<file path="config.mk">
export PLATFORM = sky130hd
export DESIGN_NAME = mc_controller_ext_flat
export DESIGN_NICKNAME = d
export VERILOG_FILES = /design/src/rtl/mc_controller_ext_if.sv /design/src/rtl/mc_controller_ext.sv /design/src/flat_wrapper.sv
export SDC_FILE = /design/constraint.sdc
export NUM_CORES = 1
export LEC_CHECK = 0
export ABC_AREA = 1
export CORE_UTILIZATION = 47
export DETAILED_ROUTE_END_ITERATION = 7
export PLACE_DENSITY_LB_ADDON = 0.2
export SLEW_MARGIN = 20
export SYNTH_ARGS = -nofsm -noshare
export SYNTH_HDL_FRONTEND = slang
export SYNTH_SLANG_ARGS = --single-unit
export TNS_END_PERCENT = 50
</file>
<file path="constraint.sdc">
create_clock -name clk -period 3.45 [get_ports clk]
set_clock_uncertainty 0.05 [all_clocks]
set_input_delay 0.8625 -clock clk [delete_from_list [all_inputs] [get_ports clk]]
set_output_delay 0.8625 -clock clk [all_outputs]
set_load 0.01 [all_outputs]
</file>
<file path="src/rtl/mc_controller_ext_if.sv">
// Control bundle between the multi-cycle MIPS datapath and its controller.
// master = controller side, slave = datapath side.
interface mc_controller_ext_if #(
    parameter int ALUCTRL_W = 3
);
    logic [5:0]           opcode;
    logic [5:0]           funct;
    logic                 zero;
    logic                 mem_ready;
    logic                 memtoreg;
    logic                 regdst;
    logic                 iord;
    logic [1:0]           pcsrc;
    logic [1:0]           alusrcb;
    logic                 alusrca;
    logic                 irwrite;
    logic                 memwrite;
    logic                 regwrite;
    logic                 pcen;
    logic                 zeroext;
    logic [ALUCTRL_W-1:0] alucontrol;
    logic                 illegal;
    logic                 retire;

    modport master (
        input  opcode, funct, zero, mem_ready,
        output memtoreg, regdst, iord, pcsrc, alusrcb, alusrca, irwrite,
               memwrite, regwrite, pcen, zeroext, alucontrol, illegal, retire
    );

    modport slave (
        output opcode, funct, zero, mem_ready,
        input  memtoreg, regdst, iord, pcsrc, alusrcb, alusrca, irwrite,
               memwrite, regwrite, pcen, zeroext, alucontrol, illegal, retire
    );
endinterface

</file>
<file path="src/rtl/mc_controller_ext.sv">
// Moore control FSM plus ALU decoder for the multi-cycle MIPS datapath,
// with memory wait states, illegal-instruction flag and retire pulse.
module mc_controller_ext #(
    parameter int ALUCTRL_W    = 3,
    parameter bit HAS_MEMREADY = 1'b1,
    parameter bit HAS_LOGIMM   = 1'b1
) (
    input  logic                clk,
    input  logic                reset,
    mc_controller_ext_if.master bus
);
    localparam logic [5:0] OP_RTYPE = 6'b000000;
    localparam logic [5:0] OP_LW    = 6'b100011;
    localparam logic [5:0] OP_SW    = 6'b101011;
    localparam logic [5:0] OP_BEQ   = 6'b000100;
    localparam logic [5:0] OP_BNE   = 6'b000101;
    localparam logic [5:0] OP_ADDI  = 6'b001000;
    localparam logic [5:0] OP_ANDI  = 6'b001100;
    localparam logic [5:0] OP_ORI   = 6'b001101;
    localparam logic [5:0] OP_J     = 6'b000010;

    localparam logic [2:0] ALU_ADD = 3'b010;
    localparam logic [2:0] ALU_SUB = 3'b110;
    localparam logic [2:0] ALU_AND = 3'b000;
    localparam logic [2:0] ALU_OR  = 3'b001;
    localparam logic [2:0] ALU_SLT = 3'b111;

    typedef enum logic [3:0] {
        S_FETCH, S_DECODE, S_MEMADR, S_MEMRD, S_MEMWB, S_MEMWR, S_RTEX,
        S_RTWB, S_BEQ, S_BNE, S_IMMEX, S_IMMWB, S_JMP
    } state_t;

    state_t state_reg;
    state_t st;

    logic       ready;
    logic       funct_ok;
    logic [2:0] funct_alu;
    logic       legal_op;
    logic       logimm_op;
    logic [2:0] imm_alu;

    assign ready     = HAS_MEMREADY ? bus.mem_ready : 1'b1;
    assign logimm_op = HAS_LOGIMM && (bus.opcode == OP_ANDI || bus.opcode == OP_ORI);
    assign imm_alu   = (bus.opcode == OP_ANDI) ? ALU_AND :
                       (bus.opcode == OP_ORI)  ? ALU_OR  : ALU_ADD;

    always_comb begin
        funct_ok  = 1'b1;
        funct_alu = ALU_ADD;
        case (bus.funct)
            6'b100000: funct_alu = ALU_ADD;
            6'b100010: funct_alu = ALU_SUB;
            6'b100100: funct_alu = ALU_AND;
            6'b100101: funct_alu = ALU_OR;
            6'b101010: funct_alu = ALU_SLT;
            default:   funct_ok  = 1'b0;
        endcase
    end

    always_comb begin
        legal_op = 1'b0;
        case (bus.opcode)
            OP_LW, OP_SW, OP_BEQ, OP_BNE, OP_ADDI, OP_J: legal_op = 1'b1;
            OP_RTYPE:                                    legal_op = funct_ok;
            OP_ANDI, OP_ORI:                             legal_op = HAS_LOGIMM;
            default:                                     legal_op = 1'b0;
        endcase
    end

    always_ff @(posedge clk) begin
        if (reset) begin
            state_reg <= S_FETCH;
        end else begin
            case (state_reg)
                S_FETCH:  if (ready) state_reg <= S_DECODE;
                S_DECODE: begin
                    if (!legal_op) begin
                        state_reg <= S_FETCH;
                    end else begin
                        case (bus.opcode)
                            OP_LW, OP_SW:              state_reg <= S_MEMADR;
                            OP_RTYPE:                  state_reg <= S_RTEX;
                            OP_BEQ:                    state_reg <= S_BEQ;
                            OP_BNE:                    state_reg <= S_BNE;
                            OP_ADDI, OP_ANDI, OP_ORI:  state_reg <= S_IMMEX;
                            OP_J:                      state_reg <= S_JMP;
                            default:                   state_reg <= S_FETCH;
                        endcase
                    end
                end
                S_MEMADR: state_reg <= (bus.opcode == OP_SW) ? S_MEMWR : S_MEMRD;
                S_MEMRD:  if (ready) state_reg <= S_MEMWB;
                S_MEMWR:  if (ready) state_reg <= S_FETCH;
                S_RTEX:   state_reg <= S_RTWB;
                S_IMMEX:  state_reg <= S_IMMWB;
                default:  state_reg <= S_FETCH;
            endcase
        end
    end

    logic       memtoreg_c, regdst_c, iord_c, alusrca_c, irwrite_c, memwrite_c;
    logic       regwrite_c, pcen_c, zeroext_c, illegal_c, retire_c;
    logic       pcwrite_c, branch_c, branch_ne_c;
    logic [1:0] pcsrc_c, alusrcb_c;
    logic [2:0] alu3_c;
    logic [ALUCTRL_W-1:0] alu_full;

    // Reset presents FETCH decoding; the write enables are squashed afterwards.
    assign st = reset ? S_FETCH : state_reg;

    always_comb begin
        memtoreg_c  = 1'b0;
        regdst_c    = 1'b0;
        iord_c      = 1'b0;
        alusrca_c   = 1'b0;
        irwrite_c   = 1'b0;
        memwrite_c  = 1'b0;
        regwrite_c  = 1'b0;
        zeroext_c   = 1'b0;
        illegal_c   = 1'b0;
        retire_c    = 1'b0;
        pcwrite_c   = 1'b0;
        branch_c    = 1'b0;
        branch_ne_c = 1'b0;
        pcsrc_c     = 2'b00;
        alusrcb_c   = 2'b00;
        alu3_c      = 3'b000;
        case (st)
            S_FETCH: begin
                alusrcb_c = 2'b01;
                alu3_c    = ALU_ADD;
                irwrite_c = ready;
                pcwrite_c = ready;
            end
            S_DECODE: begin
                alusrcb_c = 2'b11;
                alu3_c    = ALU_ADD;
                illegal_c = !legal_op;
            end
            S_MEMADR: begin
                alusrca_c = 1'b1;
                alusrcb_c = 2'b10;
                alu3_c    = ALU_ADD;
            end
            S_MEMRD:  iord_c = 1'b1;
            S_MEMWB: begin
                memtoreg_c = 1'b1;
                regwrite_c = 1'b1;
                retire_c   = 1'b1;
            end
            S_MEMWR: begin
                iord_c     = 1'b1;
                memwrite_c = 1'b1;
                retire_c   = ready;
            end
            S_RTEX: begin
                alusrca_c = 1'b1;
                alu3_c    = funct_alu;
            end
            S_RTWB: begin
                regdst_c   = 1'b1;
                regwrite_c = 1'b1;
                retire_c   = 1'b1;
            end
            S_BEQ, S_BNE: begin
                alusrca_c   = 1'b1;
                alu3_c      = ALU_SUB;
                pcsrc_c     = 2'b01;
                branch_c    = (st == S_BEQ);
                branch_ne_c = (st == S_BNE);
                retire_c    = 1'b1;
            end
            S_IMMEX: begin
                alusrca_c = 1'b1;
                alusrcb_c = 2'b10;
                alu3_c    = imm_alu;
                zeroext_c = logimm_op;
            end
            S_IMMWB: begin
                regwrite_c = 1'b1;
                retire_c   = 1'b1;
                zeroext_c  = logimm_op;
            end
            S_JMP: begin
                pcsrc_c   = 2'b10;
                pcwrite_c = 1'b1;
                retire_c  = 1'b1;
            end
            default: ;
        endcase
        pcen_c = pcwrite_c | (branch_c & bus.zero) | (branch_ne_c & ~bus.zero);
        if (reset) begin
            irwrite_c  = 1'b0;
            memwrite_c = 1'b0;
            regwrite_c = 1'b0;
            pcen_c     = 1'b0;
            illegal_c  = 1'b0;
            retire_c   = 1'b0;
        end
    end

    always_comb begin
        alu_full      = '0;
        alu_full[2:0] = alu3_c;
    end

    assign bus.memtoreg   = memtoreg_c;
    assign bus.regdst     = regdst_c;
    assign bus.iord       = iord_c;
    assign bus.pcsrc      = pcsrc_c;
    assign bus.alusrcb    = alusrcb_c;
    assign bus.alusrca    = alusrca_c;
    assign bus.irwrite    = irwrite_c;
    assign bus.memwrite   = memwrite_c;
    assign bus.regwrite   = regwrite_c;
    assign bus.pcen       = pcen_c;
    assign bus.zeroext    = zeroext_c;
    assign bus.alucontrol = alu_full;
    assign bus.illegal    = illegal_c;
    assign bus.retire     = retire_c;
endmodule

</file>
<file path="src/flat_wrapper.sv">
// flat-port wrapper written by rule: the top's interface ports become plain ports
module mc_controller_ext_flat 
#(
    parameter int ALUCTRL_W    = 3,
    parameter bit HAS_MEMREADY = 1'b1,
    parameter bit HAS_LOGIMM   = 1'b1
)
  (clk, reset, bus_opcode, bus_funct, bus_zero, bus_mem_ready, bus_memtoreg, bus_regdst, bus_iord, bus_pcsrc, bus_alusrcb, bus_alusrca, bus_irwrite, bus_memwrite, bus_regwrite, bus_pcen, bus_zeroext, bus_alucontrol, bus_illegal, bus_retire);
  mc_controller_ext_if #(.ALUCTRL_W(ALUCTRL_W)) bus_i ();
  input  logic clk;
  input  logic reset;
  input wire logic [$bits(bus_i.opcode)-1:0] bus_opcode;
  input wire logic [$bits(bus_i.funct)-1:0] bus_funct;
  input wire logic [$bits(bus_i.zero)-1:0] bus_zero;
  input wire logic [$bits(bus_i.mem_ready)-1:0] bus_mem_ready;
  output wire logic [$bits(bus_i.memtoreg)-1:0] bus_memtoreg;
  output wire logic [$bits(bus_i.regdst)-1:0] bus_regdst;
  output wire logic [$bits(bus_i.iord)-1:0] bus_iord;
  output wire logic [$bits(bus_i.pcsrc)-1:0] bus_pcsrc;
  output wire logic [$bits(bus_i.alusrcb)-1:0] bus_alusrcb;
  output wire logic [$bits(bus_i.alusrca)-1:0] bus_alusrca;
  output wire logic [$bits(bus_i.irwrite)-1:0] bus_irwrite;
  output wire logic [$bits(bus_i.memwrite)-1:0] bus_memwrite;
  output wire logic [$bits(bus_i.regwrite)-1:0] bus_regwrite;
  output wire logic [$bits(bus_i.pcen)-1:0] bus_pcen;
  output wire logic [$bits(bus_i.zeroext)-1:0] bus_zeroext;
  output wire logic [$bits(bus_i.alucontrol)-1:0] bus_alucontrol;
  output wire logic [$bits(bus_i.illegal)-1:0] bus_illegal;
  output wire logic [$bits(bus_i.retire)-1:0] bus_retire;
  assign bus_i.opcode = bus_opcode;
  assign bus_i.funct = bus_funct;
  assign bus_i.zero = bus_zero;
  assign bus_i.mem_ready = bus_mem_ready;
  assign bus_memtoreg = bus_i.memtoreg;
  assign bus_regdst = bus_i.regdst;
  assign bus_iord = bus_i.iord;
  assign bus_pcsrc = bus_i.pcsrc;
  assign bus_alusrcb = bus_i.alusrcb;
  assign bus_alusrca = bus_i.alusrca;
  assign bus_irwrite = bus_i.irwrite;
  assign bus_memwrite = bus_i.memwrite;
  assign bus_regwrite = bus_i.regwrite;
  assign bus_pcen = bus_i.pcen;
  assign bus_zeroext = bus_i.zeroext;
  assign bus_alucontrol = bus_i.alucontrol;
  assign bus_illegal = bus_i.illegal;
  assign bus_retire = bus_i.retire;
  mc_controller_ext #(.ALUCTRL_W(ALUCTRL_W), .HAS_MEMREADY(HAS_MEMREADY), .HAS_LOGIMM(HAS_LOGIMM)) u_core (.clk(clk), .reset(reset), .bus(bus_i));
endmodule
</file>
# After elaboration in Yosys (flattened, before gate mapping)

Cells that the tools add are included.

Flip-flop bits (word level): 4
Bits of input ports: 16
Output and inout bits: 18
Logic and storage cells: 93

Eq/ne operators: 34
Mux-type cells: 35
Bitwise operators: 5
Reduce and logical (&&, ||, !) cells: 18

Operators with widths:

| kind                                                | count |
|---|---|
| equality test 6 bit, second input constant          | 7 |
| case mux 4 bit (7 select lines)                     | 1 |
| equality test 4 x 3 -> 1 bit, second input constant | 6 |
| equality test 4 bit, second input constant          | 6 |
| case mux 3 bit (4 select lines)                     | 2 |
| case mux 4 bit (6 select lines)                     | 1 |
| two-way mux 4 bit                                   | 5 |
| equality test 6 x 4 -> 1 bit, second input constant | 3 |
| two-way mux 1 bit                                   | 18 |
| equality test 4 x 2 -> 1 bit, second input constant | 4 |
| equality test 6 x 3 -> 1 bit, second input constant | 2 |
| OR reduction 2 bit                                  | 5 |
| OR reduction 5 bit                                  | 2 |
| OR reduction 3 bit                                  | 3 |
| equality test 4 x 1 -> 1 bit, second input constant | 2 |
| zero test 4 bit                                     | 2 |
| OR reduction 8 bit                                  | 1 |
| equality test 6 x 2 -> 1 bit, second input constant | 1 |
| zero test 6 bit                                     | 1 |
| two-way mux 3 bit                                   | 2 |
| inequality test 2 bit, second input constant        | 3 |
| case mux 1 bit (2 select lines)                     | 3 |
| case mux 2 bit (3 select lines)                     | 1 |
| OR reduction 6 bit                                  | 1 |
| other kinds (8)                                     | 10 |

# Longest topological paths before layout

Depth in word-level cells: 8
Depth in mapped cells: 13
Gate-level depth less buffers: 13

# Least setup slack after synthesis

No wires, ideal clock.

Path type: in2out
Start point: input port reset
End point: output port bus_alucontrol[0]
Data arrival time: 1780 ps
Data required time: 2538 ps
Slack: 757 ps
Stages: 6
Buffers on the path: 1
Cells stage by stage: buf_4 -> inv_2 -> nand2_2 -> nor2_1 -> nand2_1 -> o31ai_1

Word-level cells in the longest chain between the ends: 4
Elaborated cells between the ends (all ways): 11
Those cells by class: eq/ne (6); mux (2); reduce/logical (3)

RTL lines:

| item                                                               | RTL line                 | text |
|---|---|---|
| start, declared                                                    | flat_wrapper.sv:11       | `input logic reset;` |
| two-way mux 4 bit (*)                                              | mc_controller_ext.sv:110 | `assign st = reset ? S_FETCH : state_reg;` |
| equality test 4 x 1 -> 1 bit, or another cell as far along         | mc_controller_ext.sv:129 | `case (st)` |
| OR reduction 3 bit (no line) or OR reduction 2 bit (tied branches) | --                       |  |
| case mux 3 bit (4 select lines) (*)                                | mc_controller_ext.sv:129 |  |
| end, declared                                                      | flat_wrapper.sv:27       | `output wire logic [$bits(bus_i.alucontrol)-1:0] bus_alucontrol;` |

Every way passes the cells marked *; elsewhere a longest branch is shown, timed or not.

# Worst setup path in the final report

Start point: input port reset
End point: output port bus_retire

Word-level cells in the longest chain between the ends: 5
Elaborated cells between the ends (all ways): 11
Those cells by class: eq/ne (7); mux (3); reduce/logical (1)

RTL lines:

| item                                                                | RTL line                 | text |
|---|---|---|
| two-way mux 4 bit                                                   | mc_controller_ext.sv:110 |  |
| equality test 4 x 3 -> 1 bit or equality test 4 bit (tied branches) | mc_controller_ext.sv:129 |  |
| OR reduction 6 bit (no line)                                        | --                       |  |
| case mux 1 bit (2 select lines)                                     | mc_controller_ext.sv:129 |  |
| two-way mux 1 bit (*)                                               | mc_controller_ext.sv:193 | `if (reset) begin` |
| end, declared                                                       | flat_wrapper.sv:29       | `output wire logic [$bits(bus_i.retire)-1:0] bus_retire;` |

Marks and branches as above.

==> flow_metrics.env <==
export IMPL_layout_drive_gt1_share_pct=28.4
export IMPL_worst_pin_slew_ps=396
export IMPL_p_leak_uw=0.000689
export IMPL_maxCapViolCount=0
export IMPL_grt_util_met2_pct=49.6
export IMPL_grt_first_pass_wirelength_um=4160
export IMPL_core_um2=1730
export IMPL_slowest_delay_ps=540
export IMPL_syn_avg_cell_area_um2=5.47
export IMPL_dp_cells=237
export IMPL_cts_root_buffer="clkbuf_4"
export IMPL_cts_tree="done"
export IMPL_grt_busiest_layer="met2"
export IMPL_setup_worst_path_class="in -> out"
export IMPL_ios=34
export IMPL_path_max_fanout=7
export IMPL_nNetsFinal=233
export IMPL_clk_pin_slew_ps=30
export IMPL_seqPwrFrac_pct=25.9
export IMPL_clockBufferDepth=2
export IMPL_powerDensity_nw_per_um2=151
export IMPL_synth_async_sr_flop_share_pct=0
export IMPL_grt_util_met1_pct=32.9
export IMPL_cp_required_ps=2540
export IMPL_final_cell_count_no_fill=240
export IMPL_ys_ff_latch=4
export IMPL_crit_buf_inv=2
export IMPL_route_detailed_drc=0
export IMPL_clkLatencyLatePin_ps=240
export IMPL_crit_path_top_delay_cell="clkdlybuf4s50_1"
export IMPL_overflow=0
export IMPL_viasPerCell=4.93
export IMPL_largest_reg_flops=4
export IMPL_syn_num_nets=176
export IMPL_syn_to_final_growth_pct=60.5
export IMPL_dieArea_um2=2040
export IMPL_grt_util_all_layers_pct=27.3
export IMPL_cts_made_buffers=3
export IMPL_cp_arrival_ps=2490
export IMPL_totalWireLength_um=2580
export IMPL_start_util_pct=50.7
export IMPL_ir_drop_v=0.000248
export IMPL_fmax_ghz=0.294
export IMPL_comb_power_share_pct=46.1
export IMPL_drtIter0Drc=18
export IMPL_finalCritPeriodShare_pct=98.6
export IMPL_slew_limit_headroom_pct=73.6
export IMPL_cts_sinks=4
export IMPL_multi_input_area_um2=668
export IMPL_place_area_um2=1380
export IMPL_diodes=0
export IMPL_place_congestion=0.914
export IMPL_p_sw_share_pct=37.0
export IMPL_met3_usage_pct=6.00
export IMPL_worstSetupEndpointType="output port"
export IMPL_hp_class="reg -> reg"
export IMPL_rsz0062_at_grt="true"
export IMPL_synth_edff_count=0
export IMPL_synth_cells=160
export IMPL_path_cells="dlygate4sd2_1 -> nor2_1 -> nand2_2 -> nor2_2 -> nor2_2 -> nand2_2 -> nor3_2 -> o21ai_2 -> clkdlybuf4s50_1"
export IMPL_grt_pass1_vias=1042
export IMPL_drtAntennaViolNets=0
export IMPL_ctsHoldBuffers=0
export IMPL_synth_main_ff_cell="dfxtp_1"
export IMPL_syn_cell_area_um2=875
export IMPL_period_needed_ps=3400
export IMPL_post_route_util_pct=81.3
export IMPL_fp_dieH_um=45.1
export IMPL_finalHoldViolations=0
export IMPL_num_fill_cells=144
export IMPL_critPathTopFamily="buffers and inverters"
export IMPL_seq_area_um2=80.1
export IMPL_internal_power_uw=133
export IMPL_grt_max_degree=8
export IMPL_seq_area_frac_synth_pct=9.16
export IMPL_wl_per_cell_um=10.8
export IMPL_portBuffers=33
export IMPL_crit_path_start_kind="input pin"
export IMPL_ys_types=27
export IMPL_pwr_share_clk_pct=28.0
export IMPL_hpwlAfterDp_um=2180
export IMPL_design_area_um2=1400
export IMPL_via_count=1183
export IMPL_antenna_found_initial=0
export IMPL_rows=15
export IMPL_drt_pass1_iterations=4
export IMPL_cts_setup_buffers=0
export IMPL_maxSlewViolCount=0
export IMPL_die_x_um=45.1
export IMPL_htreeDepth=1
export IMPL_p_switching_uw=78.2
export IMPL_yosys_warnings=0
export IMPL_status="finished, final reports clean"
export IMPL_setup_violations=0
[cells in the mapped netlist, types with 2 or more instances]
library cell	instances	area (um^2)
nand4_1	3	18.8
nor2_4	5	56.3
o21ai_1	3	15.0
o21ai_0	2	10.0
nor3_2	4	40.0
nand3_2	3	30.0
nand2_2	4	25.0
nor2_2	6	37.5
nand3_1	12	60.1
inv_2	8	30.0
dfxtp_1	4	80.1
nor2_1	27	101
a21oi_1	5	25.0
nand2_1	37	139
nor3_1	2	10.0
inv_1	23	86.3
nor3_4	2	32.5
[worst paths after layout]
check	from	to	slack (ps)	cells past startpoint
max	reset	bus_retire	50	9
min	u_core.state_reg[0]$_SDFFE_PP0P_	u_core.state_reg[0]$_SDFFE_PP0P_	710	3
max reg2reg	u_core.state_reg[3]$_SDFFE_PP0P_	u_core.state_reg[0]$_SDFFE_PP0P_	2030	10
min reg2reg	u_core.state_reg[0]$_SDFFE_PP0P_	u_core.state_reg[0]$_SDFFE_PP0P_	710	3
[power by group through the flow]
| stage | combinational [uW] | sequential [uW] | clock [uW] |
|---|---|---|---|
| after floorplan | 49.4 | 54.0 | 0 |
| after global placement | 94.3 | 55.5 | 0 |
| after detailed placement | 97.1 | 55.3 | 0 |
| after CTS | 96.4 | 54.6 | 62.1 |
| after global routing | 107 | 54.8 | 64.1 |
| final | 97.6 | 54.7 | 59.2 |
[tightest hold or removal path, cell delays in order, from the launching register on]
cell and delay [ps]:
dfxtp_1 410, inv_4 150, o21ai_1 80, o21ai_1 70
[logic make-up after synthesis]
kind of cell           count (synthesis)  synth area share, %
AO/OA/AOI/OAI                         16                 11.6
XOR/XNOR                               1                 1.00
buffers and inverters                 34                 15.3
flip-flops                             4                 9.16
AND/OR/NAND/NOR                      105                 62.9
[what timing repair did]
item | in CTS | in global routing
cloned | 0 | 0
resized for setup | 4 | 2
pin swaps | 1 | 1
endpoints found under the setup margin | 14 | 4
[cell type report]
type	count	share of cell area (%)
Timing Repair Buffer	53	33.9
Tap cell	25	2.23
Multi-Input combinational cell	122	47.6
Sequential cell	4	5.70
Inverter	33	9.00
Clock buffer	3	1.60
[layer usage]
layer,part of all wire [%],vias up
met4,0.54,0
met3,5.9,4
li1,-,612
met2,48,49
met1,46,518
met5,0,-
[cell usage in the layout (no fill, tap or decap)]
cell	count
nor2_1	26
nor3_2	5
clkdlybuf4s50_1	29
nand3_2	3
nor3_4	2
inv_1	23
a21oi_2	1
a21oi_1	5
o21ai_2	1
dfxtp_1	4
nand3_1	12
o211ai_1	1
buf_4	20
nor2_2	7
dlygate4sd2_1	4
inv_4	1
clkbuf_4	3
o21ai_0	2
inv_2	8
o211ai_2	1
nor3_1	1
xor2_1	1
nand2_2	4
o21ai_1	3
clkinv_1	1
nand2_1	37
a31oi_1	1
nand4_1	3
nor2_4	5
o31ai_1	1
[stage by stage]
step	total power, uW	setup TNS, ps	setup slack (ps)	hold WS [ps]
2_1_floorplan	103	0	757	602
3_3_place_gp	150	-1010	-174	711
3_5_place_dp	152	-1560	-250	699
4_1_cts	213	0	58.0	707
5_1_grt	226	-26.0	-24.1	739
6_report	211	0	46.8	706
Note: power is estimated with default switching activity, not from simulation.
